`config.mk`:
```
export PLATFORM = sky130hd
export DESIGN_NAME = vdp_irq_unit
export DESIGN_NICKNAME = d
export VERILOG_FILES = /design/src/rtl/vdp_irq_unit.sv
export SDC_FILE = /design/constraint.sdc
export NUM_CORES = 1
export LEC_CHECK = 0
export BUFFER_PORTS_ARGS = -buffer_cell sky130_fd_sc_hd__buf_2
export CAP_MARGIN = 20
export CORE_AREA = 2 2 53 55
export CTS_CLUSTER_SIZE = 16
export DETAILED_ROUTE_END_ITERATION = 12
export DIE_AREA = 0 0 55 57
export PLACE_DENSITY = 0.81
export SLEW_MARGIN = 20
export SYNTH_ARGS = -nofsm -noshare
export SYNTH_HDL_FRONTEND = slang
export SYNTH_SLANG_ARGS = --single-unit
```
`constraint.sdc`:
```
create_clock -name clk -period 2.5 [get_ports clk]
set_input_delay 0.25 -clock clk [delete_from_list [all_inputs] [get_ports clk]]
set_output_delay 0.25 -clock clk [all_outputs]
set_load 0.01 [all_outputs]
```
`src/rtl/vdp_irq_unit.sv`:
```
// ---------------------------------------------------------------------------
// vdp_irq_unit
//
// VDP interrupt and V-counter unit. It combines:
//   - the reloading line-interrupt down-counter,
//   - the frame-interrupt flag,
//   - sticky sprite-event flags,
//   - clear-on-read status semantics,
//   - the registered, remapped V counter for the CPU 0x7E port.
//
// Optional feature macro: VDP_IRQ_SPRITE_FLAGS_EN
//   defined   : ext_set sets sticky ovfw/coll flags, shown in status[6:5]
//               and cleared by stat_rd.
//   undefined : no sprite flags exist, status[6:5] = 0, ext_set is ignored.
//
// Ports:
//   clk          in   block clock (VGA domain)
//   rst_L        in   asynchronous active-low reset
//   line_start   in   one-cycle pulse at the start of each scanline
//   line_num     in   [8:0] scanline index, sampled only with line_start
//   line_ie      in   line interrupt enable
//   frame_ie     in   frame interrupt enable
//   line_reload  in   [CNT_W-1:0] line counter reload value
//   ext_set      in   [1:0] event pulses (1 = sprite overflow, 0 = collision)
//   stat_rd      in   one-cycle pulse on a CPU control-port read
//   status       out  [7:0] {frame_flag, ovfw_flag, coll_flag, 5'b0}
//   INT_L        out  active-low interrupt request
//   vcount       out  [7:0] registered, remapped V counter
//   line_cnt     out  [CNT_W-1:0] current line counter value (debug)
// ---------------------------------------------------------------------------
module vdp_irq_unit #(
    parameter int CNT_W        = 8,
    parameter int ACTIVE_LINES = 192,
    parameter int TOTAL_LINES  = 262,
    parameter int VJUMP        = 218,
    parameter int VJUMP_OFS    = 6
) (
    input  logic             clk,
    input  logic             rst_L,
    input  logic             line_start,
    input  logic [8:0]       line_num,
    input  logic             line_ie,
    input  logic             frame_ie,
    input  logic [CNT_W-1:0] line_reload,
    input  logic [1:0]       ext_set,
    input  logic             stat_rd,
    output logic [7:0]       status,
    output logic             INT_L,
    output logic [7:0]       vcount,
    output logic [CNT_W-1:0] line_cnt
);

    // Line-number constants sized to line_num so every compare is 9 bits.
    localparam logic [8:0] TOTAL_L     = 9'(TOTAL_LINES);
    localparam logic [8:0] ACTIVE_L    = 9'(ACTIVE_LINES);
    localparam logic [8:0] FRAME_LINE  = 9'(ACTIVE_LINES + 1);
    localparam logic [8:0] VJUMP_L     = 9'(VJUMP);
    localparam logic [8:0] VJUMP_OFS_L = 9'(VJUMP_OFS);

    // A line_start with an out-of-range line number is ignored entirely.
    logic line_valid;
    logic in_active;
    logic cnt_zero;
    logic line_set;
    logic frame_set;
    logic [7:0] vcount_next;

    logic line_flag;
    logic frame_flag;
    logic [1:0] sprite_bits;

    assign line_valid = line_start && (line_num < TOTAL_L);
    // Active region includes one line past the last displayed line.
    assign in_active  = (line_num <= ACTIVE_L);
    assign cnt_zero   = (line_cnt == '0);
    assign line_set   = line_valid && in_active && cnt_zero;
    assign frame_set  = line_valid && (line_num == FRAME_LINE);

    // Lines above VJUMP are folded back so the 8-bit counter wraps the way
    // the CPU software expects.
    always_comb begin
        vcount_next = line_num[7:0];
        if (line_num > VJUMP_L) begin
            vcount_next = 8'(line_num - VJUMP_OFS_L);
        end
    end

    // Line counter: reloads at 0 (never underflows) inside the active
    // region and is held at the reload value throughout blanking.
    always_ff @(posedge clk or negedge rst_L) begin
        if (!rst_L) begin
            line_cnt <= '0;
        end else if (line_valid) begin
            if (!in_active || cnt_zero) begin
                line_cnt <= line_reload;
            end else begin
                line_cnt <= line_cnt - CNT_W'(1);
            end
        end
    end

    always_ff @(posedge clk or negedge rst_L) begin
        if (!rst_L) begin
            vcount <= 8'h00;
        end else if (line_valid) begin
            vcount <= vcount_next;
        end
    end

    // Flags: a set on the same edge as a status read wins, so no event
    // is lost between the CPU's read and the clear.
    always_ff @(posedge clk or negedge rst_L) begin
        if (!rst_L) begin
            line_flag <= 1'b0;
        end else if (line_set) begin
            line_flag <= 1'b1;
        end else if (stat_rd) begin
            line_flag <= 1'b0;
        end
    end

    always_ff @(posedge clk or negedge rst_L) begin
        if (!rst_L) begin
            frame_flag <= 1'b0;
        end else if (frame_set) begin
            frame_flag <= 1'b1;
        end else if (stat_rd) begin
            frame_flag <= 1'b0;
        end
    end

`ifdef VDP_IRQ_SPRITE_FLAGS_EN
    logic ovfw_flag;
    logic coll_flag;

    // Sprite events are sticky and independent of line_start.
    always_ff @(posedge clk or negedge rst_L) begin
        if (!rst_L) begin
            ovfw_flag <= 1'b0;
        end else if (ext_set[1]) begin
            ovfw_flag <= 1'b1;
        end else if (stat_rd) begin
            ovfw_flag <= 1'b0;
        end
    end

    always_ff @(posedge clk or negedge rst_L) begin
        if (!rst_L) begin
            coll_flag <= 1'b0;
        end else if (ext_set[0]) begin
            coll_flag <= 1'b1;
        end else if (stat_rd) begin
            coll_flag <= 1'b0;
        end
    end

    assign sprite_bits = {ovfw_flag, coll_flag};
`else
    // Sprite flags are not built; the event inputs are intentionally dropped.
    logic unused_ext_set;
    assign unused_ext_set = ^ext_set;
    assign sprite_bits    = 2'b00;
`endif

    // Status is combinational so the CPU sees the pre-clear value during
    // the read cycle. line_flag is deliberately not exposed here.
    assign status = {frame_flag, sprite_bits, 5'b00000};

    // Enables only gate the request; flags stay pending while disabled.
    assign INT_L = ~((frame_flag & frame_ie) | (line_flag & line_ie));

endmodule

```
Word level (Yosys, flattened, before mapping)
Cells that the tools add are included.
- register bits: 18
- input port bits: 25
- output and inout port bits: 25
- logic and storage cells: 28
- add/sub/neg operators: 2
- $lt $le $gt $ge: 3
- equal/unequal tests: 1
- multiplexer cells: 5
- bitwise gates (word level): 4
- reduce and logical (&&, ||, !) cells: 9
- operators with widths (cell ; number):
    $mux 8 ; 2
    $eq 9x8->1 const B ; 1
    $gt 9x8->1 const B ; 1
    $le 9x8->1 const B ; 1
    $lt 9x9->1 const B ; 1
    $logic_not 8->1 ; 1
    $sub 8x1->8 const B ; 1
    $sub 8x3->8 const B ; 1
    $logic_and 1x1->1 ; 4
    $reduce_bool 2->1 ; 2
    $mux 1 ; 3
    $and 1x1->1 ; 2
    $logic_not 1->1 ; 1
    $logic_or 1x1->1 ; 1
    $not 1->1 ; 1
    $or 1x1->1 ; 1

Logic depth before layout (Yosys ltp)
- depth in word-level cells: 5
- mapped depth: 7
- gate-level depth less buffers: 7

Worst setup path before layout
OpenSTA, ideal clock, no wires.
- path type: reg-to-reg
- start point: reg line_cnt[2]
- end point: reg line_cnt[5]
- arrival time: 1675 ps
- setup slack: 759 ps
- cell stages (with the launch flop): 6
- path buffers: 0
- clock period less this slack: 1741 ps
- path through: dfrtp_1 -> or3_4 -> or3_1 -> or3_1 -> a21o_1 -> nand3_2
- cells in the longest elaborated chain, start to end: 3
- RTL lines (item ; line ; source):
    start: declaration ; 50 ; output logic [CNT_W-1:0] line_cnt
    start signal: assignment ; 95 ; line_cnt <= line_reload;
    start signal: assignment ; 97 ; line_cnt <= line_cnt - CNT_W'(1);
    branches (longest 2 deep; another with $sub 8x1->8) ; - ;
    $mux 8 * ; 94 ; if (!in_active || cnt_zero) begin
Every way passes the cells marked *.
A chain may end at the register's enable or synchronous reset.

Worst setup path in the final report
- start point: reg line_cnt[4]
- end point: reg line_cnt[6]
Same word-level chain as after synthesis.

==> key figures <==
Final layout
  – Post-layout util: between 50% and 60%
  – FILL cells: 280
  – Most common cell after layout, fill and taps aside: buf_2
  – Final nets: 216
  – Ant. Diodes: 0
  – Ratio of cells with drive above 1 in the final layout: 27.32%
  – Area grow syn2layout: 15.75%
  – Commonest cells after routing, fill and taps aside: 40 x buf_2, 20 x nand2_1, 18 x dfrtp_1, 11 x nand3_1, 9 x inv_1

Drt
  – Post-DRT Antenna Nets: 0
  – WL final: 2.729 mm
  – TritonRoute pass-1 iters: 4
  – Via count of the routed design: 1176
  – Routed wire per std cell: around 13 um
  – DRC: 0
  – DRT iter0 DRCs: 26
  – Vias per Instance: 5.495

Synth
  – Yosys warns: 0
  – Number of flops mapped to enable cells by yosys: 0
  – Synth Instances: 145
  – Mapped cell area: around 1300 um^2
  – Syn_area_per_cell: between 8 and 9 um^2
  – Distinct cells, synth: 40
  – Ys async rst share: 100.0%
  – Synth area leader: dfrtp_1
  – Yosys reg bits: 18
  – Dominant cells by area after synthesis: dfrtp_1 36%, ha_1 6.0%, nand2_1 6.0%, buf_4 5.4%, nand3_1 4.4%
  – Sequential fraction of the synthesis area: 35.89%
  – Area share of the largest cell type after synthesis: 35.89%
  – Synth Flop Type: dfrtp_1

Floorplan
  – Initial Utilization: a little under half
  – Core area: 2615 um^2
  – Die Ht: 57 um
  – I/O pin count: 50
  – Row count: 19
  – Die Wd: 55 um
  – Die area: 3135 um^2

Run
  – Max-cap violation count: 0

Pwr
  – Clock network power share: 16.8%
  – PwrDens: 554.5 nW/um^2
  – Net Sw Frac: 36.16%
  – Comb power frac: 34.2%
  – Leak: 0.7117 nW
  – Internal: 0.5142 mW
  – Sequential Power Share: between 40 and 50%
  – Net Sw Power: 0.2913 mW
  – PnR Total Power: 0.8055 mW
  – Worst-case vdd ir drop: 0.3687 mV

Critical path
  – Cells on worst reg2reg path: 5
  – Worst EP required: 2.67 ns
  – Reg-to-Reg End: line_cnt[6]
  – Setup crit end kind: register
  – Crit-path max FO: 16
  – Startpoint types: register
  – Arrival @ worst endpoint: 2.15 ns
  – R2R Setup Slk: 0.52 ns
  – Critical path class: register to register
  – Crit Reg-Reg Startpoint: line_cnt[4]

CTS
  – Clock Latency Late Sink: 0.28 ns
  – TritonCTS Buffers: 3
  – Clk pin slew, worst setup/hold paths: 0.09 ns
  – H-tree levels: 1
  – Num Clock Sinks: 18
  – Post-CTS Resized: 0
  – Root Driver: clkbuf_4
  – CTS tree: yes
  – Clock buffer depth: 2

Timing
  – Clock skew: roughly 0.0034 ns
  – TNS Setup: 0 ns
  – Fin. Hold Viols: 0
  – Final WS setup: roughly 0.52 ns
  – Max-slew violations: 0
  – Slew @ Worst Pin: 0.8099 ns
  – Worst hold slack: 0.1436 ns
  – F_max: about 0.51 GHz
  – Final period utilization: roughly 79%
  – Clock period minus worst slack: around 2 ns
  – Slew headroom: 46.01%
  – RSZ-0062 raised after global routing: no
  – Final setup violation count: 0

Min path
  – Hold Path Class: primary input to register
  – HP Start: stat_rd
  – Worst Hold End: line_flag
  – WHS Path Cells: 2

Status
  – Status: completed

GRT
  – Initial antenna violation count: 0
  – Vias in the first global route: 1038
  – Largest net degree at the start of global routing: 19
  – Total GRT Usage: around a fifth
  – Global-route wire length before repair: ~4.4 mm
  – Gr ovfl total: 0

Placement
  – IO buf count: 40
  – Hpwl dp: 2.153 mm
  – GP Congestion: 0.7936
  – Dpl ws: around 0.55 ns
==> layout make-up <==
class	instances	area (um^2)	share of cell area (%)
clock buffer	3	22.52	1.550
inverter	9	33.78	2.326
multi-input combinational	111	689.4	47.46
sequential	18	450.4	31.01
tap	31	38.79	2.670
timing repair buffer	42	217.7	14.99
==> power groups by stage <==
stage	combinational, mW	clock [mW]	sequential, mW
after global placement	0.267	0	0.396
after CTS	0.278	0.146	0.395
after global routing	0.311	0.159	0.407
after floorplan	0.158	0	0.414
after detailed placement	0.275	0	0.401
final	0.275	0.135	0.395
==> what timing repair did <==
| action | 4_1_cts | 5_1_grt |
|---|---|---|
| hold endpoints to repair | 18 | 0 |
| hold buffers | 1 | 0 |
| setup buffers | 0 | 0 |
==> stage by stage <==
stage | area [um^2] | instances
floorplan | 1277 | 151
global placement | 1420 | 210
detailed placement | 1420 | 210
CTS | 1453 | 214
global route | 1453 | 214
finish | 1453 | 214
==> Yosys cell counts (2+ instances only) <==
cell / instances
a21oi_1: 6
nand4_1: 2
o31ai_1: 3
nor4_1: 2
a21o_1: 4
or3_1: 5
nand3_1: 11
nor2b_1: 3
buf_2: 2
xnor2_1: 3
o211ai_1: 2
ha_1: 6
mux2i_1: 2
inv_1: 9
dfrtp_1: 18
buf_4: 9
a31oi_1: 3
o21ai_1: 8
nor2_1: 6
nand2_1: 20
a22oi_1: 2
==> sequential cells by signal (all words and copies together) (netlist names) <==
register and count:
line_cnt 8, line_flag 1, vcount 8, frame_flag 1
==> kinds of logic (layout without fill, tap and decap cells) <==
kind of cell	count (synthesis)	count (layout)	synth area share (%)
AOI/OAI and AO/OA	34	34	17.65
xor gates and xnor gates	4	4	2.792
adders and majority gates	6	6	5.982
buffers and inverters	22	54	10.97
DFF	18	18	35.89
muxes	2	2	1.595
other	1	7	0.2988
and+or+nand+nor	58	58	24.82
==> metal layers <==
metal  track usage (%)  share of wire [%]  vias up
met5                 0                  0        -
met2             30.95                 50       39
li1                  -                  -      582
met1             25.67                 44      555
met4             4.181                  0        0
met3             2.618                6.7        0
==> critical path, cell delays in order, from the launching register on <==
cell and delay, ns:
dfrtp_1 0.46, nor4_1 0.52, a31oi_1 0.26, nand2_4 0.24
o31ai_1 0.11, a311o_1 0.29
==> worst max path at each step <==
stage          slack (ns)     endpoint  cells past startpoint   startpoint
2_1_floorplan        0.76  line_cnt[5]                      5  line_cnt[2]
3_3_place_gp         0.63  line_cnt[6]                      6  line_num[1]
3_5_place_dp         0.55  line_cnt[6]                      6  line_num[1]
4_1_cts              0.56  line_cnt[6]                      5  line_cnt[4]
5_1_grt              0.41  line_cnt[6]                      5  line_cnt[4]
6_report             0.52  line_cnt[6]                      5  line_cnt[4]
(Power assumes the default switching activity.)
